[config.mk]
export PLATFORM = sky130hd
export DESIGN_NAME = traffic_signal_monitor
export DESIGN_NICKNAME = d
export VERILOG_FILES = /design/src/rtl/traffic_signal_monitor.sv
export SDC_FILE = /design/constraint.sdc
export NUM_CORES = 1
export LEC_CHECK = 0
export ABC_AREA = 0
export BUFFER_PORTS_ARGS = -buffer_cell sky130_fd_sc_hd__buf_2
export CORE_UTILIZATION = 59
export DETAILED_ROUTE_END_ITERATION = 10
export GPL_ROUTABILITY_DRIVEN = 0
export PLACE_DENSITY = 0.88
export SETUP_SLACK_MARGIN = 0.15
export SKIP_LAST_GASP = 1
export SLEW_MARGIN = 5
export SYNTH_ARGS = -nofsm -noshare
export SYNTH_HDL_FRONTEND = slang
export SYNTH_SLANG_ARGS = --single-unit
export TNS_END_PERCENT = 5
[constraint.sdc]
create_clock -name clk -period 5.4 [get_ports clk]
set_clock_uncertainty 0.15 [all_clocks]
set_input_delay 0.54 -clock clk [delete_from_list [all_inputs] [get_ports clk]]
set_output_delay 0.54 -clock clk [all_outputs]
set_load 0.03 [all_outputs]
[src/rtl/traffic_signal_monitor.sv]
// Independent checker for a two-way traffic light controller's ns/ew lamp outputs.
// Tracks the active phase and its duration, counts legal changes, and latches the first illegal indication.
module traffic_signal_monitor #(
  parameter int MIN_PHASE = 2,
  parameter int MAX_PHASE = 8,
  parameter int CW        = 4
) (
  input  logic       clk,
  input  logic       rst,
  input  logic       ns,
  input  logic       ew,
  output logic [1:0] phase,
  output logic       phase_change,
  output logic [7:0] phase_count,
  output logic       fault,
  output logic [1:0] fault_code
);

  typedef enum logic [1:0] {
    IDLE  = 2'b00,
    NS_GO = 2'b01,
    EW_GO = 2'b10,
    FAULT = 2'b11
  } state_t;

  typedef enum logic [1:0] {
    L_DARK = 2'b00,
    L_EW   = 2'b01,
    L_NS   = 2'b10,
    L_BOTH = 2'b11
  } lamp_t;

  typedef enum logic [1:0] {
    C_CONFLICT = 2'b00,
    C_DARK     = 2'b01,
    C_SHORT    = 2'b10,
    C_LONG     = 2'b11
  } code_t;

  localparam logic [CW-1:0] MIN_T = CW'(MIN_PHASE);
  localparam logic [CW-1:0] MAX_T = CW'(MAX_PHASE);

  state_t        state;
  logic [CW-1:0] timer;
  lamp_t         lamp;
  logic          go_same;
  state_t        go_other;

  assign lamp     = lamp_t'({ns, ew});
  assign go_same  = (state == NS_GO && lamp == L_NS) || (state == EW_GO && lamp == L_EW);
  assign go_other = (state == NS_GO) ? EW_GO : NS_GO;
  assign phase    = state;

  // NOTE: all state is updated with non-blocking assignments so every register
  // samples the pre-edge values; blocking here would create ordering-dependent behaviour.
  always_ff @(posedge clk) begin
    if (rst) begin
      state        <= IDLE;
      timer        <= '0;
      phase_change <= 1'b0;
      phase_count  <= 8'd0;
      fault        <= 1'b0;
      fault_code   <= C_CONFLICT;
    end else begin
      // NOTE: the pulse defaults low each cycle and is raised only on a legal change,
      // so it can never stretch beyond one cycle.
      phase_change <= 1'b0;
      unique case (state)
        IDLE: begin
          unique case (lamp)
            L_NS: begin
              state <= NS_GO;
              timer <= CW'(1);
            end
            L_EW: begin
              state <= EW_GO;
              timer <= CW'(1);
            end
            L_BOTH: begin
              state      <= FAULT;
              fault      <= 1'b1;
              fault_code <= C_CONFLICT;
            end
            default: ;  // dark is legal before the first phase
          endcase
        end
        NS_GO, EW_GO: begin
          if (lamp == L_BOTH) begin
            state      <= FAULT;
            fault      <= 1'b1;
            fault_code <= C_CONFLICT;
          end else if (lamp == L_DARK) begin
            state      <= FAULT;
            fault      <= 1'b1;
            fault_code <= C_DARK;
          end else if (go_same) begin
            if (timer == MAX_T) begin
              state      <= FAULT;
              fault      <= 1'b1;
              fault_code <= C_LONG;
            end else begin
              timer <= timer + CW'(1);
            end
          end else if (timer >= MIN_T) begin
            state        <= go_other;
            timer        <= CW'(1);
            phase_change <= 1'b1;
            if (phase_count != 8'd255) phase_count <= phase_count + 8'd1;
          end else begin
            state      <= FAULT;
            fault      <= 1'b1;
            fault_code <= C_SHORT;
          end
        end
        default: ;  // FAULT is absorbing until reset
      endcase
    end
  end

endmodule

# Yosys cells after proc, flatten, opt, wreduce, memory -nomap -nowiden
# Index checks and enable logic that the tools add are counted.
# word_totals
wordCells,71
regBits,18
in_bits,4
output_inout_bits,14
# op_classes
mux,29
order_cmp,1
bitwise,4
n_eq_ne,16
add_sub_neg,2
n_reduce_logical,13
# op_table
op,n
2-to-1 mux 4 bit,6
2-to-1 mux 2 bit,11
AND reduction 6 bit,2
inequality test 5 bit (second input constant),2
adder 8 x 1 -> 8 bit (second input constant),1
inequality test 2 bit (second input constant),4
inequality test 8 bit (second input constant),1
case mux 2 bit (2 select lines),2
case mux 4 bit (2 select lines),1
2-to-1 mux 1 bit,7
== test 2 bit (second input constant),3
inequality test 3 bit (second input constant),2
case mux 2 bit (3 select lines),1
OR reduction 5 bit,1
adder 4 x 1 -> 4 bit (second input constant),1
== test 2 x 1 -> 1 bit (second input constant),2
== test 4 bit (second input constant),1
greater-or-equal comparator 4 x 2 -> 1 bit (second input constant),1
zero test 2 bit,2
inequality test 4 bit (second input constant),1
NOT 1 bit,4
AND reduction 4 bit,1
OR reduction 2 bit,2
AND reduction 3 bit,1
other kinds (4),5

# Depth between registers and ports, before layout
# Gate-level depths: netlist of run 1.
# depth
word_depth,7
mapped_depth,8
depth_no_buf,6

# Worst setup path after synthesis of run 1
# Ideal clock, no wire load.
# synth_path
path_type,reg2reg
startpoint,reg state[0] (netlist: phase[0])
endpoint,reg timer[2]
stages_incl_launch_ff,8
setup_slack_ns,2.993
t_required_ns,5.176
period_less_slack_ns,2.407
setup_time_ns,0.074
t_arrival_ns,2.183
path_cell_list,dfxtp_1 -> inv_1 -> ha_1 -> buf_2 -> nor3b_4 -> nand4_1 -> or4b_2 -> o21ai_0
# synth_via
elab_chain_cells,7
# synth_rtl
item,line_no,source
from (decl),43,state_t state;
from (signal assigned),105,state <= go_other;
== test 2 x 1 -> 1 bit or == test 2 bit (tied branches),"50, 68",
logical AND 1 bit,50,assign go_same = (state == NS_GO && lamp == L_NS) || (state == EW_GO && lamp == L_EW);
logical OR 1 bit,50,
2-to-1 mux 4 bit,96,end else if (go_same) begin
2-to-1 mux 4 bit,92,end else if (lamp == L_DARK) begin
2-to-1 mux 4 bit,88,if (lamp == L_BOTH) begin
case mux 4 bit (2 select lines),68,unique case (state)
to (signal assigned),102,timer <= timer + CW'(1);
to (decl),44,logic [CW-1:0] timer;
# Parallel ways exist; a longest one is shown, timed or not. The select of a mux whose other input is x is not followed.
# A chain may end at the register's enable or synchronous reset.

# Final worst setup path of run 1
# layout_path
startpoint,reg state[0] (netlist: phase[0])
endpoint,reg phase_count[5]
# layout_via
elab_chain_cells,5
# layout_rtl
item,line_no,source
== test 2 x 1 -> 1 bit or == test 2 bit (tied branches),"50, 68",
logical AND 1 bit,50,
logical OR 1 bit,50,
NOT 1 bit (no source line),n/a,
AND reduction 6 bit (no source line) (*),n/a,
to (signal assigned),108,if (phase_count != 8'd255) phase_count <= phase_count + 8'd1;
to (decl),14,"output logic [7:0] phase_count,"
# Mark *: on every way between the ends. The rest lies on a longest branch, timed or not.

==> results of run 1 <==
[final cells by class]
cell class | count | area share
Timing Repair Buffer | 17 | 0.06680
Multi-Input combinational cell | 93 | 0.5815
Clock buffer | 3 | 0.01768
Inverter | 9 | 0.02652
Sequential cell | 18 | 0.2829
Tap cell | 25 | 0.02456
[critical path, stage by stage, from the launching register on]
cell	delay, ps
dfxtp_1	420
inv_1	90
ha_1	440
and2_1	200
o2111ai_1	420
or4_1	620
a21oi_1	140
[flip-flops by register name, indices dropped and copies added, names as in the netlist]
signal        cells
timer             4
fault             1
phase             2
phase_change      1
fault_code        2
phase_count       8
[power groups by stage]
stage / Combinational (uW) / Sequential (uW) / Clock [uW]
2_1_floorplan: 110 / 174 / 0
3_3_place_gp: 154 / 158 / 0
3_5_place_dp: 155 / 159 / 0
4_1_cts: 156 / 157 / 66.1
5_1_grt: 171 / 159 / 70.8
6_report: 157 / 157 / 64.6
[through the flow]
step | setup slack, ps | area (um2) | total power [uW]
2_1_floorplan | 2993 | 1152 | 283.3
5_1_grt | 2655 | 1274 | 400.7
4_1_cts | 2842 | 1274 | 379.1
3_5_place_dp | 2705 | 1251 | 314.9
6_report | 2856 | 1274 | 378.7
3_3_place_gp | 2802 | 1251 | 312.0
[routing by layer]
layer / vias to the layer above / wire length [um]
met5: - / 0
met4: 0 / 29
li1: 496 / -
met2: 32 / 1105
met3: 4 / 76
met1: 478 / 994
[cells by family (layout without fill, tap and decap cells)]
group	after synthesis	in the layout
compound gates	29	29
xor+xnor	1	1
fa+ha+maj	12	12
buf+inv	13	29
flops	18	18
mux	7	7
simple gates	44	44
[final timing paths]
check,end,depth (start not counted)
worst max-delay path,phase_count[5]$_SDFFE_PP0P_,6
worst min register to register,fault_code[0]$_SDFFE_PP0P_,2
worst max register to register,phase_count[5]$_SDFFE_PP0P_,6
worst min-delay path,fault_code[0]$_SDFFE_PP0P_,2
[cell usage after synthesis (all sizes together) (3+ instances only)]
master	number	area (um2)
nor3b	3	33.78
o21ai	5	25.02
or3	3	18.77
nand2b	6	37.54
nand3	5	25.02
or4	5	41.29
mux2i	6	60.06
nor2	7	26.28
nand2	3	11.26
o31ai	3	22.52
dfxtp	18	360.4
a21oi	7	35.03
inv	9	33.78
ha	12	150.1
==> impl_metrics.ini, run 1 <==
[status]
run_status = finished, final reports clean

[clocking]
clockRootBuffer = clkbuf_4
cts_tree = done
postCtsResizedCells = 0
cts_buffer_depth = 2
cts_inserted_buffers = 3
path_clk_slew_ps = 100
clock_latency_ps = 280
hold_buffers = 0
post_cts_buffers = 0
htree_levels = 1
cts_sinks = 18

[timing]
slew_headroom = 0.4029
whs_ps = 329.8
grt_setup_unrepaired = false
setup_viol = 0
tightest_slew_ps = 894.7
layout_min_cycle_time_ps = 2544
fmax_mhz = 393.0
fin_crit_sh = 0.4712
fin_setup_tns_ps = 0
final_max_slew_viol_count = 0
hold_violations = 0

[pwr]
sw_frac_of_total = 0.3774
p_int_uw = 235.8
p_per_area_mw_per_mm2 = 297.3
seq_power_share = 0.414
p_leak_uw = 0.0005233
peakVddDrop_mv = 0.1944
clkPwrFrac = 0.171
p_sw_uw = 142.9
combPwrFrac = 0.415

[die]
core_area_mm2 = 0.001783
ios = 18
fp.dieW_um = 46.20
fp.dieH_um = 46.20
rows = 15
dieArea_mm2 = 0.002134
start_util = 0.6463

[detailed_routing]
drt_iter0_markers = 35
num_vias = 1010
drt_first_pass_iters = 4
vias_per_cell = 6.121
drc = 0
ant_nets = 0
wire_per_inst_um = 13.36
routed_wl_um = 2205

[finish]
multi_input_area_um2 = 740.7
final_nets = 158
fin_cells = 165
drive_above_1_share = 0.2000
final_util = 0.7144
final_common_cell = dfxtp_1
num_antenna_cells = 0
most-common-layout-cells = 18 x dfxtp_1, 17 x buf_2, 12 x ha_1
final-seq-area_um2 = 360.3
synthToLayoutAreaGrowth_pct = 10.53
fillers = 156

[worst_setup_path]
arrival_ps = 2620
worst_setup_path_end_kind = register
worstPathRequired_ps = 5470
setup.worst_path.start_class = register
r2r_slack_ps = 2860
cp_max_fo = 14
crit_start = phase[0]$_SDFFE_PP0P_
worstSetupPathType = reg2reg
crit-reg2reg-launch = phase[0]$_SDFFE_PP0P_

[synth]
synth-async-reset-ratio = 0
synthCells = 124
yosysUniqueCellTypes = 43
yosys.area_share.adder = 0.1303
synth_simple_gate_area_frac = 0.2465
synth_xor_area_frac = 0.007600
ys_seq_area_frac = 0.3127
synth_top_family_by_area = simple AND/OR/NAND/NOR gates
synth.cell_area_mm2 = 0.001152
syn_avg_cell_area_um2 = 9.293
synth_flop_cell = dfxtp_1
synth.mux.area_fraction = 0.06515
synth_compound_area_frac = 0.1933
synth_fp_nets = 140
ys_ff_latch = 18
synth_edf_count = 0
synth_warnings = 0

[global_routing]
grt_usage = 0.2255
grtUsageMet2 = 0.3859
grt_max_degree = 25
grt_use_met3 = 0.03922
use_met1 = 0.2749
grt-busiest-layer = met2
antenna_found_initial = 0
grt_pass1_vias = 855
grt_overflow_total = 0
grt_first_pass_wirelength_um = 3463

[hold_path]
hp-class = reg2reg
worstHoldStart = fault_code[0]$_SDFFE_PP0P_

[placement]
hpwlAfterDp_um = 1663
dp.cells = 162
port_buffers = 17

[flow_run]
cap_violations = 0
(Power assumes the default switching activity.)
==> run 2: changes to the inputs <==
--- a/config.mk
+++ b/config.mk
@@ -5,12 +5,12 @@
 export SDC_FILE = /design/constraint.sdc
 export NUM_CORES = 1
 export LEC_CHECK = 0
-export ABC_AREA = 0
+export ABC_AREA = 1
 export BUFFER_PORTS_ARGS = -buffer_cell sky130_fd_sc_hd__buf_2
-export CORE_UTILIZATION = 59
+export CORE_UTILIZATION = 55
 export DETAILED_ROUTE_END_ITERATION = 10
 export GPL_ROUTABILITY_DRIVEN = 0
-export PLACE_DENSITY = 0.88
+export PLACE_DENSITY = 0.83
 export SETUP_SLACK_MARGIN = 0.15
 export SKIP_LAST_GASP = 1
 export SLEW_MARGIN = 5
==> constraint.sdc (replaced) <==
create_clock -name clk -period 2.6 [get_ports clk]
set_clock_uncertainty 0.15 [all_clocks]
set_input_delay 0.26 -clock clk [delete_from_list [all_inputs] [get_ports clk]]
set_output_delay 0.26 -clock clk [all_outputs]
set_load 0.03 [all_outputs]
==> run 2 against run 1 <==
Sequential power grew 140%; worst setup slack worse by 2300 ps; clock-buffer cell count up 1; core utilization fell by 5.8 points; maximum frequency is 24% higher; synthesized cell count is 40% higher; die area grew 6.6%; clock power grew to 2.6 times the previous value; critical path depth is 3 higher; non-clock buffer count did not move; combinational power rose to 4.5 times the previous value.
==> impl_metrics.ini, run 2 <==
[clocking]
cts_tree = done
post_cts_buffers = 0
hold_buffers = 0
htree_levels = 1
postCtsResizedCells = 0
path_clk_slew_ps = 100
cts_sinks = 18
cts_inserted_buffers = 3
cts_buffer_depth = 2
clock_latency_ps = 290
clockRootBuffer = clkbuf_4

[status]
run_status = finished, final reports clean

[worst_setup_path]
worst_setup_path_end_kind = register
cp_max_fo = 13
arrival_ps = 2090
worstPathRequired_ps = 2630
worstSetupPathType = reg2reg
r2r_slack_ps = 540
setup.worst_path.start_class = register

[finish]
fillers = 200
most-common-layout-cells = 40 x nand2_1, 32 x nor2_1, 23 x inv_1
multi_input_area_um2 = 681.9
num_antenna_cells = 0
top_regs = phase_count: 8 flops, timer: 4 flops
final_nets = 210
drive_above_1_share = 0.1554
final_common_cell = nand2_1
synthToLayoutAreaGrowth_pct = 12.09
largest_reg_flops = 8
final-seq-area_um2 = 360.3
fin_cells = 220
largest-register = phase_count

[global_routing]
grt_overflow_total = 0
grt_pass1_vias = 932
antenna_found_initial = 0
grt_max_degree = 14
grt_usage = 0.2185
grt_first_pass_wirelength_um = 3615

[detailed_routing]
drc = 0
drt_first_pass_iters = 4
ant_nets = 0
num_vias = 1117
vias_per_cell = 5.077
drt_iter0_markers = 22
routed_wl_um = 2215
wire_per_inst_um = 10.07

[die]
fp.dieW_um = 47.70
dieArea_mm2 = 0.002275
fp.dieH_um = 47.70
rows = 16
start_util = 0.5855
core_area_mm2 = 0.001962
ios = 18

[synth]
synth_flop_cell = dfxtp_1
synth_top_area_share = 0.3137
syn_avg_cell_area_um2 = 6.601
synth_fp_nets = 190
yosys.area.top_type = dfxtp_1
synth.cell_area_mm2 = 0.001149
synth_edf_count = 0
ys_ff_latch = 18
synth-async-reset-ratio = 0
synth_warnings = 0
synthMostInstantiatedCell = nand2_1
yosysUniqueCellTypes = 23
ys_seq_area_frac = 0.3137
synthCells = 174
yosys-top-cells-area = dfxtp_1 31%, ha_1 13%, nand2_1 13%
synth_commonest_cells = 40 x nand2_1, 32 x nor2_1, 23 x inv_1

[timing]
fin_setup_tns_ps = 0
grt_setup_unrepaired = false
hold_violations = 0
fmax_mhz = 485.5
slew_headroom = 0.6830
tightest_slew_ps = 475.0
final_max_slew_viol_count = 0
setup_viol = 0
fin_crit_sh = 0.7922
layout_min_cycle_time_ps = 2060

[placement]
dp.cells = 216
hpwlAfterDp_um = 1766
port_buffers = 17

[pwr]
power.total_uw = 1263
peakVddDrop_mv = 0.6089
p_leak_uw = 0.0006651
p_per_area_mw_per_mm2 = 980.9

[hold_path]
hp-class = in2reg

[flow_run]
cap_violations = 0
run 2: cell types whose count changed after synthesis, sizes merged, moves of 4 or more:
cell    before  now
nand3        5   17
mux2i        6    0
nand2        3   43
inv          9   24
or4          5    0
nor2         7   33
a21oi        7   11
nand2b       6    0
run 2: layer usage:
metal / GRT usage / routed length, um / vias up
met5: 0 / 0 / -
met2: 0.3865 / 1042 / 31
li1: - / - / 584
met4: 0.06667 / 35 / 0
met3: 0.04151 / 79 / 8
met1: 0.2659 / 1057 / 494
run 2: path summary, 6_finish.rpt:
kind,depth (start not counted),start,to
worst max-delay path,9,phase[0]$_SDFFE_PP0P_,phase_count[7]$_SDFFE_PP0P_
worst min-delay path,2,rst,phase_count[5]$_SDFFE_PP0P_
worst max register to register,9,phase[0]$_SDFFE_PP0P_,phase_count[7]$_SDFFE_PP0P_
worst min register to register,2,fault_code[1]$_SDFFE_PP0P_,fault_code[1]$_SDFFE_PP0P_
run 2: power by group:
group / switching [uW] / internal, uW / total [uW]
sequential: 47.2 / 337 / 384
clock: 82.9 / 85.2 / 168
combinational: 490 / 220 / 710
total: 620 / 643 / 1260
run 2: cell families (layout without fill, tap and decap cells):
logic type	after synthesis	in the layout	synth area share
flops	18	18	0.3137
fa+ha+maj	12	12	0.1307
xor+xnor	2	2	0.01525
simple gates	98	98	0.3617
compound gates	18	18	0.08606
buf+inv	26	45	0.09258
run 2: per-stage QoR:
stage / utilization / setup WS, ps / instance area (um2) / hold WS [ps]
2_1_floorplan: - / 671.7 / 1149 / 172.4
3_3_place_gp: 0.6378 / 654.6 / 1251 / 298.3
3_5_place_dp: 0.6378 / 564.3 / 1251 / 321.1
4_1_cts: 0.6563 / 539.7 / 1287 / 57.83
5_1_grt: 0.6563 / 333.1 / 1287 / 49.94
6_report: 0.6563 / 540.2 / 1287 / 62.52
run 2: layout make-up:
| class | count | area share |
|---|---|---|
| Clock buffer | 4 | 0.02818 |
| Inverter | 24 | 0.06997 |
| Sequential cell | 18 | 0.2799 |
| Timing Repair Buffer | 17 | 0.06608 |
| Tap cell | 27 | 0.02624 |
| Multi-Input combinational cell | 130 | 0.5296 |
run 2: worst max-delay path, cell delays in order (launching register included):
cell     delay [ps]
dfxtp_1         380
inv_1            90
ha_1            390
nand2_1          70
inv_1            90
nand3_2          80
nor2_2          380
inv_1           160
nand2_1         100
a21oi_1          60
